--- src/rtl/frame_scanout.sv ---
// rtl/frame_scanout.sv - raster-order frame readback, each 24-bit pixel sent as 3 bytes (LSB first).
// Define FRAME_SCANOUT_PREFETCH_EN to overlap the next pixel's read with the current pixel's bytes.
module frame_scanout #(
  parameter int H_PIXELS = 110,
  parameter int V_LINES  = 110
) (
  input  logic        clk,
  input  logic        reset,
  input  logic        start,
  output logic        busy,
  output logic        mem_rd_en,
  output logic [9:0]  mem_line,
  output logic [9:0]  mem_px,
  input  logic [23:0] mem_rd_data,
  output logic [7:0]  byte_out,
  output logic        byte_valid,
  input  logic        byte_ready,
  output logic [9:0]  px_idx,
  output logic [9:0]  line_idx,
  output logic        frame_done
);

  localparam logic [9:0] H_LAST = 10'(H_PIXELS - 1);
  localparam logic [9:0] V_LAST = 10'(V_LINES - 1);

  typedef enum logic [2:0] {IDLE, FETCH, WAIT, SEND0, SEND1, SEND2, DONE} state_t;

  state_t      state;
  logic [23:0] pix;
  logic [9:0]  px_cnt;
  logic [9:0]  line_cnt;
  logic        rd_q;
  logic        hs;
  logic        last_px;
  logic [19:0] nxt;

  function automatic logic [19:0] next_coord(input logic [9:0] l, input logic [9:0] p);
    if (p == H_LAST) return {l + 10'd1, 10'd0};
    return {l, p + 10'd1};
  endfunction

  assign hs       = byte_valid & byte_ready;
  assign last_px  = (px_cnt == H_LAST) && (line_cnt == V_LAST);
  assign nxt      = next_coord(line_cnt, px_cnt);
  assign px_idx   = px_cnt;
  assign line_idx = line_cnt;

`ifdef FRAME_SCANOUT_PREFETCH_EN
  logic [23:0] pix2;
  logic        pf_cap;
  logic        pf_rd;
  // The next pixel's read rides on the SEND0 handshake; mem_line/mem_px already point at it.
  assign pf_rd     = (state == SEND0) && hs && !last_px;
  assign mem_rd_en = rd_q | pf_rd;
`else
  assign mem_rd_en = rd_q;
`endif

  always_ff @(posedge clk or negedge reset) begin
    if (!reset) begin
      state      <= IDLE;
      busy       <= 1'b0;
      rd_q       <= 1'b0;
      mem_line   <= '0;
      mem_px     <= '0;
      byte_out   <= '0;
      byte_valid <= 1'b0;
      frame_done <= 1'b0;
      pix        <= '0;
      px_cnt     <= '0;
      line_cnt   <= '0;
`ifdef FRAME_SCANOUT_PREFETCH_EN
      pix2       <= '0;
      pf_cap     <= 1'b0;
`endif
    end else begin
      rd_q       <= 1'b0;
      frame_done <= 1'b0;
`ifdef FRAME_SCANOUT_PREFETCH_EN
      pf_cap <= pf_rd;
      if (pf_cap) pix2 <= mem_rd_data;
`endif
      case (state)
        IDLE: begin
          if (start) begin
            px_cnt   <= '0;
            line_cnt <= '0;
            mem_line <= '0;
            mem_px   <= '0;
            rd_q     <= 1'b1;
            busy     <= 1'b1;
            state    <= FETCH;
          end
        end
        FETCH: state <= WAIT;
        WAIT: begin
          pix        <= mem_rd_data;
          byte_out   <= mem_rd_data[7:0];
          byte_valid <= 1'b1;
`ifdef FRAME_SCANOUT_PREFETCH_EN
          mem_line   <= nxt[19:10];
          mem_px     <= nxt[9:0];
`endif
          state      <= SEND0;
        end
        SEND0: begin
          if (hs) begin
            byte_out <= pix[15:8];
            state    <= SEND1;
          end
        end
        SEND1: begin
          if (hs) begin
            byte_out <= pix[23:16];
            state    <= SEND2;
          end
        end
        SEND2: begin
          if (hs) begin
            if (last_px) begin
              byte_valid <= 1'b0;
              frame_done <= 1'b1;
              state      <= DONE;
            end else begin
              px_cnt   <= nxt[9:0];
              line_cnt <= nxt[19:10];
`ifdef FRAME_SCANOUT_PREFETCH_EN
              pix      <= pix2;
              byte_out <= pix2[7:0];
              {mem_line, mem_px} <= next_coord(nxt[19:10], nxt[9:0]);
              state    <= SEND0;
`else
              byte_valid <= 1'b0;
              mem_line   <= nxt[19:10];
              mem_px     <= nxt[9:0];
              rd_q       <= 1'b1;
              state      <= FETCH;
`endif
            end
          end
        end
        DONE: begin
          busy  <= 1'b0;
          state <= IDLE;
        end
        default: state <= IDLE;
      endcase
    end
  end

endmodule

--- config.mk ---
export PLATFORM = sky130hd
export DESIGN_NAME = frame_scanout
export DESIGN_NICKNAME = d
export VERILOG_FILES = /design/src/rtl/frame_scanout.sv
export SDC_FILE = /design/constraint.sdc
export NUM_CORES = 1
export LEC_CHECK = 0
export CAP_MARGIN = 20
export CORE_MARGIN = 5
export CORE_UTILIZATION = 45
export CTS_BUF_LIST = sky130_fd_sc_hd__clkbuf_16
export DETAILED_ROUTE_END_ITERATION = 8
export PLACE_DENSITY = 0.85
export SETUP_SLACK_MARGIN = 0.05
export SYNTH_ARGS = -nofsm -noshare
export SYNTH_HDL_FRONTEND = slang
export SYNTH_SLANG_ARGS = --single-unit
--- constraint.sdc ---
create_clock -name clk -period 6.2 [get_ports clk]
set_input_delay 1.24 -clock clk [delete_from_list [all_inputs] [get_ports clk]]
set_output_delay 1.24 -clock clk [all_outputs]
set_load 0.02 [all_outputs]
* Yosys cells after proc, flatten, opt, wreduce, memory -nomap -nowiden
Index checks and enable logic that the tools add are counted.
Word-level totals: output and inout port bits 52, flip-flop bits (word level) 59, bits of input ports 28, word-level logic and storage cells 68
Operators by class: add/subtract/negate cells 2, equality and inequality tests 14, reduce and logical (&&, ||, !) cells 12, bitwise operators 1, mux-type cells 30
Operators with widths (number):
- 10-bit two-way mux | 5
- 20-bit two-way mux | 2
- 10-bit case mux with 2 select lines | 2
- 8-bit case mux with 3 select lines | 1
- 10-bit by 1-bit adder with 10-bit output (second input constant) | 2
- 10-bit by 7-bit == test with 1-bit output (second input constant) | 2
- 3-bit case mux with 6 select lines | 1
- 8-bit two-way mux | 2
- 3-bit two-way mux | 5
- 2-bit inequality test (second input constant) | 5
- 3-bit == test (second input constant) | 3
- 1-bit two-way mux | 9
- 4-bit AND reduction | 2
- 3-bit by 2-bit == test with 1-bit output (second input constant) | 2
- 1-bit case mux with 2 select lines | 3
- 2-bit nonzero test | 3
- 5-bit AND reduction | 1
- 4-bit inequality test (second input constant) | 1
- 2-bit AND reduction | 2
- 3-bit by 1-bit == test with 1-bit output (second input constant) | 1
- 3-bit logical NOT | 1
- 3-bit AND reduction | 1
- 3-bit nonzero test | 1
- 1-bit bitwise AND | 1
- 1-bit logical AND | 1

* Depth between registers and ports, before layout
Gate-level depths: netlist of the first run.
depth in word-level cells 6, mapped depth 8, gate-level depth less buffers 7

* Worst setup path before layout of the first run
Ideal clock, no wire load.
path kind input -> register, start point input start, end point register line_cnt[3] (netlist: line_idx[3]), path slack 3.540 ns, path buffers 0, required time 6.131 ns, data arrival time 2.591 ns, cell stages on the path 5, setup time 0.069 ns, cells stage by stage or3b_1 -> a21oi_2 -> o31ai_4 -> or4_1 -> nand3_1
On the way: word-level cells in the longest chain between the ends 2
RTL lines:
- from (decl) | RTL line 9 | input logic start,
- 2-bit inequality test (no line)
- 5-bit AND reduction (no line)
- to (signal assigned) | RTL line 126 | line_cnt <= nxt[19:10];
- to (decl) | RTL line 31 | logic [9:0] line_cnt;
Every way passes these cells. A chain may end at the register's enable or synchronous reset.

* Final worst setup path of the first run
start point input start, end point register line_cnt[5] (netlist: line_idx[5])
The elaborated chain is that of the path after synthesis.

==> metrics.md, run 1 <==
| Metric | Value |
|---|---|
| Gate Count Post-Synth | `292` |
| DR WL met3 | `436 um` |
| Core area | `6030 um^2` |
| DR vias/cell | `around 6` |
| DR vias | `2536` |
| Hold path depth | `2` |
| Drt drc | `0` |
| Final setup fails | `0` |
| TNS Setup | `0 ps` |
| Mux cell area share after synthesis | `6.37%` |
| Die area | `7970 um^2` |
| Hold Buf Count CTS | `0` |
| Top layer in use | `met4` |
| Average size of a mapped cell | `9.68 um^2` |
| RD Place Congestion | `0.814` |
| Clk pin slew, worst setup/hold paths | `roughly 70 ps` |
| Initial drt markers | `between 200 and 300` |
| WL met1 | `3100 um` |
| First-pass GRT wire length | `11600 um` |
| Antenna Nets Post-Route | `0` |
| CP required | `approximately 6400 ps` |
| Max Freq | `318 MHz` |
| Maximum ir drop on the vdd rail | `between 0.15 and 0.2 mV` |
| Number of max-cap violations | `0` |
| R2R depth | `6` |
| Starting Density | `a little under half` |
| CTS max path bufs | `2` |
| Met2 WL | `3570 um` |
| Placement row count | `28` |
| Hpwl dp | `5090 um` |
| Yosys warning count | `0` |
| GRT overflow | `0` |
| Final hold vios | `0` |
| Die X | `89.3 um` |
| CTS root buffer | `clkbuf_16` |
| Register area share after synthesis | `45.2%` |
| Switch share | `between 30% and 40%` |
| Vias in the first global route | `around 2400` |
| Count of pins over their slew limit | `0` |
| Nets | `378` |
| Largest family of logic cells by synthesized area | `compound AO/OA/AOI/OAI gates` |
| Avg WL per Cell | `17.3 um` |
| Status | `finished, final reports clean` |
| Post-CTS Setup Bufs | `0` |
| Pin count of the biggest net entering global routing | `52` |
| Layout cells sized above 1 | `10.4%` |
| Post-synth ARST share | `100%` |
| Worst r2r src | `px_idx[0]` |
| Comb power frac | `between 30% and 40%` |
| Tot Pwr | `approximately 0.0014 W` |
| Power share of the clock group | `22.4%` |
| P&R area growth vs syn | `30.4%` |
| Crit path capture type | `flip-flop` |
| Rel. slew slack | `a little under a third` |
| Hold path start | `byte_out[0]` |
| Unique masters post-synth | `48` |
| Fin Clk Skew | `5.00 ps` |
| Seq pwr share | `about two fifths` |
| CTS H-tree lvls | `2` |
| Fin crit period | `3150 ps` |
| R2R Setup Slk | `3260 ps` |
| CTS Buf Count | `5` |
| End of the worst register-to-register path | `line_idx[5]` |
| CP max FO | `25` |
| DRT Pass-1 Iters | `5` |
| Post-synth EDFFs | `0` |
| Initial antenna violation count | `0` |
| IO Port Bufs | `a little under 80` |
| Unrepaired setup endpoints after global routing | `false` |
| Synth Area in Simple Gates | `about 15%` |
| CTS tree | `built` |
| Static leakage | `around 1.5 nW` |
| Worst setup SP type | `input port` |
| Post-Synth XOR/XNOR Area | `0%` |
| CTS Sinks | `51` |
| PwrDens | `378 nW/um^2` |
| Die H | `89.3 um` |
| Ant. Diodes | `0` |
| Boundary Pins | `80` |
| Worst hold path class | `reg2reg` |
| Psw | `just over 0.0005 W` |
| Mapped Area | `2830 um^2` |
| Syn nets | `324` |
| Worst setup path class | `in2reg` |
| Worst EP arrival | `3350 ps` |
| Final period utilization | `about half` |
| Worst-Margin Slew | `1030 ps` |
| Seq cells post-synth | `51` |
| Final WL | `7280 um` |
| Int Power | `just under 0.0009 W` |
| Clock latency on the worst-skew pair | `between 200 and 300 ps` |
| Post_cts resized | `0` |
| WHS Endpoint | `byte_out[0]` |
| Synth Area in Compound Gates | `23.1%` |
| GRT Total Usage | `18.7%` |
| Top_reg_cell synth | `dfrtp_1` |
| Synth Area in Adders | `1.77%` |
## cells by family after synthesis
kind of cell / Yosys count
simple gates: 81
flops: 51
mux: 16
compound gates: 99
fa+ha+maj: 4
buf+inv: 41
## sequential cells by signal, indices dropped and copies added, names as in the netlist
register,flops
busy,1
byte_out,8
byte_valid,1
frame_done,1
line_idx,10
mem_rd_en,1
pix,16
px_idx,10
state,3
## synthesized netlist by cell type, types with 2 or more instances
cell type | n | area (um^2)
dfrtp_1 | 51 | 1280
a41oi_1 | 2 | 17.5
nor3_1 | 2 | 10.0
buf_6 | 2 | 22.5
nor2b_1 | 3 | 18.8
nand4_1 | 4 | 25.0
nand3_1 | 13 | 65.1
and3_1 | 3 | 18.8
and3_2 | 2 | 15.0
mux2_2 | 16 | 180
o22ai_1 | 9 | 56.3
a21o_1 | 3 | 22.5
inv_1 | 7 | 26.3
nand2_1 | 27 | 101
o21ai_1 | 3 | 15.0
ha_1 | 4 | 50.1
a22oi_1 | 16 | 120
a31oi_1 | 14 | 87.6
o31ai_1 | 7 | 52.6
o41ai_1 | 3 | 26.3
o21ai_0 | 28 | 140
nor2_1 | 12 | 45.0
a21oi_1 | 6 | 30.0
clkbuf_1 | 12 | 45.0
buf_4 | 20 | 150
## metrics by stage
| step | instances | hold slack (ps) | instance area [um^2] | setup WS [ps] | util, % |
|---|---|---|---|---|---|
| 3_5_place_dp | 413 | 482 | 3500 | 2790 | 58.0 |
| 2_1_floorplan | 292 | 482 | 2830 | 3540 | - |
| 4_1_cts | 421 | 497 | 3660 | 3080 | 60.8 |
| 5_1_grt | 422 | 520 | 3680 | 2930 | 61.2 |
| 6_report | 422 | 489 | 3680 | 3050 | 61.2 |
| 3_3_place_gp | 413 | 464 | 3500 | 2840 | 58.0 |
## layout by cell type (no fill, tap or decap), types with 2 or more instances in the layout
master,count
a41oi_1,2
o41ai_1,3
clkbuf_16,5
a21o_1,3
a31oi_1,14
nand4_1,4
nor2b_1,3
o22ai_1,9
nand3_1,13
ha_1,4
nand2_1,27
clkdlybuf4s50_1,78
a22oi_1,16
nor3_1,2
o21ai_1,3
and3_2,2
mux2_2,16
dfrtp_1,51
a21oi_1,6
o31ai_1,7
nor2_1,12
inv_1,7
and3_1,3
o21ai_0,28
## worst max path at each step
stage | from | to | depth (start not counted)
floorplan | start | line_idx[3] | 5
global placement | start | line_idx[3] | 6
detailed placement | start | line_idx[3] | 6
CTS | start | line_idx[3] | 6
global route | start | line_idx[5] | 6
finish | start | line_idx[5] | 6
## routing by layer
layer	global-route usage [%]	vias up
li1	-	1187
met1	25.8	1223
met2	28.8	107
met3	2.67	19
met4	8.93	0
met5	0	-
## critical path: stages
cell	delay (ps)
clkdlybuf4s50_1	410
and2b_2	210
and3_2	230
o31ai_4	810
nor2_1	210
a31oi_1	240
## final cells by class
type	count	area, um^2
Tap cell	75	93.8
Timing Repair Buffer	81	813
Clock inverter	3	43.8
Multi-Input combinational cell	200	1310
Fill cell	472	2340
Sequential cell	51	1280
Clock buffer	5	125
Inverter	7	26.3
## power groups by stage
stage	combinational (W)	sequential (W)	clock, W
6_report	0.000550	0.000531	0.000313
5_1_grt	0.000607	0.000546	0.000327
4_1_cts	0.000546	0.000529	0.000315
3_5_place_dp	0.000541	0.000535	0
3_3_place_gp	0.000524	0.000527	0
2_1_floorplan	0.000372	0.000529	0
No activity file was read; power rests on OpenSTA's default activity.
==> run 2: changes to the inputs <==
--- a/config.mk
+++ b/config.mk
@@ -7,7 +7,7 @@
 export LEC_CHECK = 0
 export CAP_MARGIN = 20
 export CORE_MARGIN = 5
-export CORE_UTILIZATION = 45
+export CORE_UTILIZATION = 43
 export CTS_BUF_LIST = sky130_fd_sc_hd__clkbuf_16
 export DETAILED_ROUTE_END_ITERATION = 8
 export PLACE_DENSITY = 0.85
==> constraint.sdc (replaced) <==
create_clock -name clk -period 2.65 [get_ports clk]
set_input_delay 0.53 -clock clk [delete_from_list [all_inputs] [get_ports clk]]
set_output_delay 0.53 -clock clk [all_outputs]
set_load 0.02 [all_outputs]
==> run 2 against run 1 <==
Combinational power rose to 2.7 times the previous value. Via count increased by 1.9%. Largest power group unchanged. Critical path depth up 1. Largest cell class unchanged. Setup slack worse by 2800 ps. Sequential cell count unchanged. Non-clock buffer count grew 16. Die area rose by 4.1%.
==> metrics.md, run 2 (same netlist as run 1, synthesis figures left out) <==
| Metric | Value |
|---|---|
| Starting Density | `44.3%` |
| Vias in the first global route | `~2500` |
| Worst setup SP type | `flip-flop` |
| Seq. cell area | `1280 um^2` |
| Final WL | `7440 um` |
| Worst r2r src | `px_idx[1]` |
| CP required | `2860 ps` |
| Nets | `395` |
| Final period utilization | `about nine tenths` |
| Post-route insts no fill | `~440` |
| Post-DP Area | `3630 um^2` |
| Most frequent cells in the layout | `clkdlybuf4s50_1, dfrtp_1, o21ai_0, nand2_1, buf_4` |
| Clk pin slew, worst setup/hold paths | `around 70 ps` |
| Max FFs per register | `16` |
| Seq pwr share | `34.6%` |
| DRT Pass-1 Iters | `4` |
| Static leakage | `1.54 nW` |
| CTS Buf Count | `5` |
| Count of pins over their slew limit | `0` |
| Placement row count | `29` |
| Crit path capture type | `flip-flop` |
| Comb power frac | `between 40% and 50%` |
| Max Freq | `422 MHz` |
| Fin Clk Skew | `6.28 ps` |
| Worst EP arrival | `2580 ps` |
| CTS max path bufs | `2` |
| CTS H-tree lvls | `2` |
| GRT overflow | `0` |
| Hpwl dp | `5390 um` |
| Worst hold margin | `~200 ps` |
| Core Util, Final | `59.8%` |
| CTS tree | `built` |
| Placed Instances | `432` |
| Die H | `just over 90 um` |
| CP max FO | `13` |
| Initial antenna violation count | `0` |
| Pin count of the biggest net entering global routing | `22` |
| Hold Buf Count CTS | `0` |
| Maximum ir drop on the vdd rail | `0.443 mV` |
| Ant. Diodes | `0` |
| Worst-Margin Slew | `640 ps` |
| Unrepaired setup endpoints after global routing | `false` |
| Final hold vios | `0` |
| CTS root buffer | `clkbuf_16` |
| Final setup fails | `0` |
| Psw | `approximately 0.0012 W` |
| Worst hold path class | `in2async` |
| R2R Setup Slk | `around 280 ps` |
| Fin crit period | `approximately 2400 ps` |
| Slowest-stage cell, CP | `o31ai_4` |
| Die area | `about 8300 um^2` |
| Worst setup path start | `px_idx[1]` |
| RD Place Congestion | `between 0.8 and 0.9` |
| R2R depth | `7` |
| Worst setup path class | `reg2reg` |
| Die X | `91.1 um` |
| Worst Setup EP | `line_idx[5]` |
| Drt drc | `0` |
| Commonest non-fill, non-tap cell in the layout | `clkdlybuf4s50_1` |
| Area of the multi-input gates | `1330 um^2` |
| Layout cells sized above 1 | `approximately 15%` |
| IO Port Bufs | `79` |
| Avg WL per Cell | `16.9 um` |
| DR vias/cell | `5.86` |
| Antenna Nets Post-Route | `0` |
| Design Area, Final | `3820 um^2` |
| Number of max-cap violations | `0` |
| P&R area growth vs syn | `35.0%` |
| DR vias | `approximately 2600` |
| Critical Path, Cell by Cell | `inv_1 > ha_1 > or4b_4 > or3_4 > o31ai_4 > nor2_1 > a31oi_1` |
| Clock latency on the worst-skew pair | `290 ps` |
| Power share of the clock group | `21.8%` |
| Core area | `6390 um^2` |
| CTS Sinks | `roughly 50` |
| PwrDens | `882 nW/um^2` |
| Rel. slew slack | `57.2%` |
| Post-CTS Setup Bufs | `0` |
| Boundary Pins | `80` |
| Initial drt markers | `247` |
| Status | `finished, final reports clean` |
| Max incr delay on CP | `~500 ps` |
| Largest reg by FF count | `pix` |
| Switch share | `36.4%` |
| Filler Cell Count | `~530` |
| Int Power | `between 0.002 and 0.0025 W` |
| GRT Total Usage | `17.6%` |
| First-pass GRT wire length | `12300 um` |
| End of the worst register-to-register path | `line_idx[5]` |
[run 2: changes by cell type in the layout (fill, tap and decap cells not counted), sizes merged]
cell	change
buf	+16
o31ai	+1
[run 2: worst max-delay path: cells and delay by family, from the launching register on]
family	cells	cell delay [ps]
buf+inv	1	50
compound gates	2	700
flops	1	370
fa+ha+maj	1	120
simple gates	3	1040
[run 2: through the flow]
stage                     setup TNS [ps]  worst slack (ps)  total power, W
final                                  0               278         0.00337
after global routing                   0              97.7         0.00357
after global placement                 0              56.2         0.00256
after detailed placement           -36.6             -28.7         0.00261
after floorplan                        0               279         0.00211
after CTS                              0              17.6         0.00336
[run 2: power by group through the flow]
stage / clock, W / combinational, W / sequential, W
after floorplan: 0 / 0.000870 / 0.00124
after global placement: 0 / 0.00139 / 0.00116
after detailed placement: 0 / 0.00144 / 0.00117
after CTS: 0.000740 / 0.00146 / 0.00116
after global routing: 0.000768 / 0.00161 / 0.00119
final: 0.000733 / 0.00147 / 0.00116
[run 2: what timing repair did]
item,CTS,global route
gates resized for setup,0,1
gates cloned,1,0
pin swaps,1,0
setup endpoints to repair,8,11
[run 2: final cells by class]
cell class	instances	area share (%)
timing repair buffer	97	24.1
tap	77	2.52
sequential	51	33.4
clock buffer	5	3.28
clock inverter	3	1.15
multi-input combinational	201	34.8
inverter	7	0.689
[run 2: routing by layer]
layer  track usage (%)  part of all wire [%]  up-vias
li1                  -                     -     1219
met1              24.8                    44     1243
met2              27.8                    49      111
met3              2.98                   5.7       12
met4              4.89                   1.5        0
met5                 0                     0        -
[run 2: how the worst min path moves through the flow]
stage                            from          end  cells past startpoint
after detailed placement  byte_out[0]  byte_out[0]                      2
after floorplan                 reset         busy                      0
after global placement    byte_out[3]  byte_out[3]                      2
final                           reset    px_idx[3]                      1
after CTS                       reset     state[2]                      1
after global routing            reset     state[2]                      1
==> run 3: changes to the inputs <==
--- a/config.mk
+++ b/config.mk
@@ -11,6 +11,7 @@
 export CTS_BUF_LIST = sky130_fd_sc_hd__clkbuf_16
 export DETAILED_ROUTE_END_ITERATION = 8
 export PLACE_DENSITY = 0.85
+export RECOVER_POWER = 25
 export SETUP_SLACK_MARGIN = 0.05
 export SYNTH_ARGS = -nofsm -noshare
 export SYNTH_HDL_FRONTEND = slang
==> run 3 against run 2 <==
Setup slack worse by 0.92 ps. Largest power group unchanged. Routed wire length hardly changed. Critical endpoint unchanged. Non-clock buffer count is the same. Sequential power is essentially flat. Critical path depth unchanged.
==> metrics.md, run 3 (same netlist as run 1, synthesis figures left out) <==
| Metric | Value |
|---|---|
| Status | `finished, final reports clean` |
| Pin count of the biggest net entering global routing | `22` |
| P&R area growth vs syn | `34.7%` |
| Initial drt markers | `246` |
| Worst EP arrival | `2580 ps` |
| Int Power | `0.00214 W` |
| First-pass GRT wire length | `around 12000 um` |
| Core Util, Final | `around three fifths` |
| Clk pin slew, worst setup/hold paths | `70 ps` |
| Ant. Diodes | `0` |
| Tot Pwr | `around 0.0034 W` |
| Nets | `around 400` |
| Post-DP Area | `3630 um^2` |
| Drt drc | `0` |
| Initial antenna violation count | `0` |
| PwrDens | `884 nW/um^2` |
| Filler Cell Count | `529` |
| Psw | `about 0.0012 W` |
| Final hold vios | `0` |
| Crit path capture type | `flip-flop` |
| Boundary Pins | `80` |
| Post-CTS Setup Bufs | `0` |
| Worst hold path class | `in2async` |
| Worst-Margin Slew | `1170 ps` |
| CTS Buf Count | `5` |
| Power share of the clock group | `21.8%` |
| Design Area, Final | `3810 um^2` |
| Unrepaired setup endpoints after global routing | `false` |
| Fin crit period | `2370 ps` |
| Die area | `8290 um^2` |
| TNS Setup | `0 ps` |
| Largest reg by FF count | `pix` |
| R2R depth | `7` |
| RD Place Congestion | `0.863` |
| Antenna Nets Post-Route | `0` |
| CTS root buffer | `clkbuf_16` |
| Vias in the first global route | `between 2000 and 2500` |
| Rel. slew slack | `22.3%` |
| GRT Total Usage | `roughly 18%` |
| Critical Path, Cell by Cell | `inv_1 > ha_1 > or4b_4 > or3_4 > o31ai_4 > nor2_1 > a31oi_1` |
| Count of pins over their slew limit | `0` |
| Number of max-cap violations | `0` |
| DR vias | `2598` |
| Die X | `91.1 um` |
| Placement row count | `29` |
| Seq pwr share | `between 30% and 40%` |
| Final period utilization | `about nine tenths` |
| Max Freq | `between 400 and 500 MHz` |
| Avg WL per Cell | `16.9 um` |
| Slowest-stage cell, CP | `o31ai_4` |
| Static leakage | `1.53 nW` |
| Commonest non-fill, non-tap cell in the layout | `clkdlybuf4s50_1` |
| CTS tree | `built` |
| Maximum ir drop on the vdd rail | `0.443 mV` |
| GRT met1 Usage | `24.8%` |
| Worst hold margin | `450 ps` |
| Max incr delay on CP | `about 500 ps` |
| CTS max path bufs | `2` |
| Worst setup path class | `reg2reg` |
| Layout cells sized above 1 | `13.7%` |
| Core area | `6390 um^2` |
| CTS Sinks | `between 50 and 60` |
| Max FFs per register | `16` |
| Comb power frac | `43.7%` |
| Most frequent cells in the layout | `clkdlybuf4s50_1, dfrtp_1, o21ai_0, nand2_1` |
| Final setup fails | `0` |
| CTS H-tree lvls | `2` |
| DR vias/cell | `roughly 6` |
| DRT Pass-1 Iters | `5` |
| Clock latency on the worst-skew pair | `290 ps` |
| Grt peak-use layer | `met2` |
| Final WL | `7440 um` |
| Worst setup SP type | `flip-flop` |
| IO Port Bufs | `79` |
| Met2 Usage GRT | `27.8%` |
| CP max FO | `13` |
| Met3 usage | `under 10%` |
| Hold Buf Count CTS | `0` |
| GRT overflow | `0` |
| Die H | `91.1 um` |
| CP required | `2860 ps` |
| Hpwl dp | `between 5000 and 6000 um` |
| Switch share | `36.5%` |
| Fin Clk Skew | `6.64 ps` |
| Starting Density | `44.3%` |
run 3: power groups by stage:
stage	clock network, W	logic [W]	registers [W]
after floorplan	0	0.000870	0.00124
after global placement	0	0.00139	0.00116
after detailed placement	0	0.00144	0.00117
after CTS	0.000740	0.00146	0.00116
after global routing	0.000768	0.00160	0.00119
final	0.000733	0.00147	0.00116
run 3: worst paths after layout:
check	from	to	slack, ps
setup / recovery	px_idx[1]	line_idx[5]	280
hold / removal	reset	px_idx[3]	450
setup reg to reg	px_idx[1]	line_idx[5]	280
hold reg to reg	byte_out[0]	byte_out[0]	480
max in group asynchronous	reset	pix[15]	820
min in group clk	byte_out[0]	byte_out[0]	480
run 3: worst max-delay path, delay by kind of cell (launching register included):
kind                       cells  cell delay, ps
DFF                            1             370
buffers and inverters          1              50
adders and majority gates      1             120
and+or+nand+nor                3            1040
AOI/OAI and AO/OA              2             700
run 3: layout make-up:
class                           count  area (um^2)  area share (%)
Multi-Input combinational cell    201         1330            34.9
Sequential cell                    51         1280            33.5
Timing Repair Buffer               97          912            24.0
Clock buffer                        5          125            3.29
Tap cell                           77         96.3            2.53
Clock inverter                      3         43.8            1.15
Inverter                            7         26.3           0.690
run 3: metrics by stage:
| stage | cells | setup slack, ps |
|---|---|---|
| CTS | 441 | 17.6 |
| floorplan | 292 | 279 |
| global route | 441 | 97.7 |
| detailed placement | 432 | -28.7 |
| global placement | 432 | 56.2 |
| finish | 441 | 277 |
run 3: metal layers:
| metal | wire length, um | part of all wire (%) | vias up |
|---|---|---|---|
| li1 | - | - | 1220 |
| met1 | 3210 | 43 | 1254 |
| met2 | 3660 | 49 | 114 |
| met3 | 464 | 6.2 | 10 |
| met4 | 99 | 1.3 | 0 |
| met5 | 0 | 0 | - |
run 3: timing repair:
action / CTS / global route
endpoints found under the setup margin: 8 / 11
resized for setup: 0 / 1
gates cloned: 1 / 0
pin swaps: 1 / 0
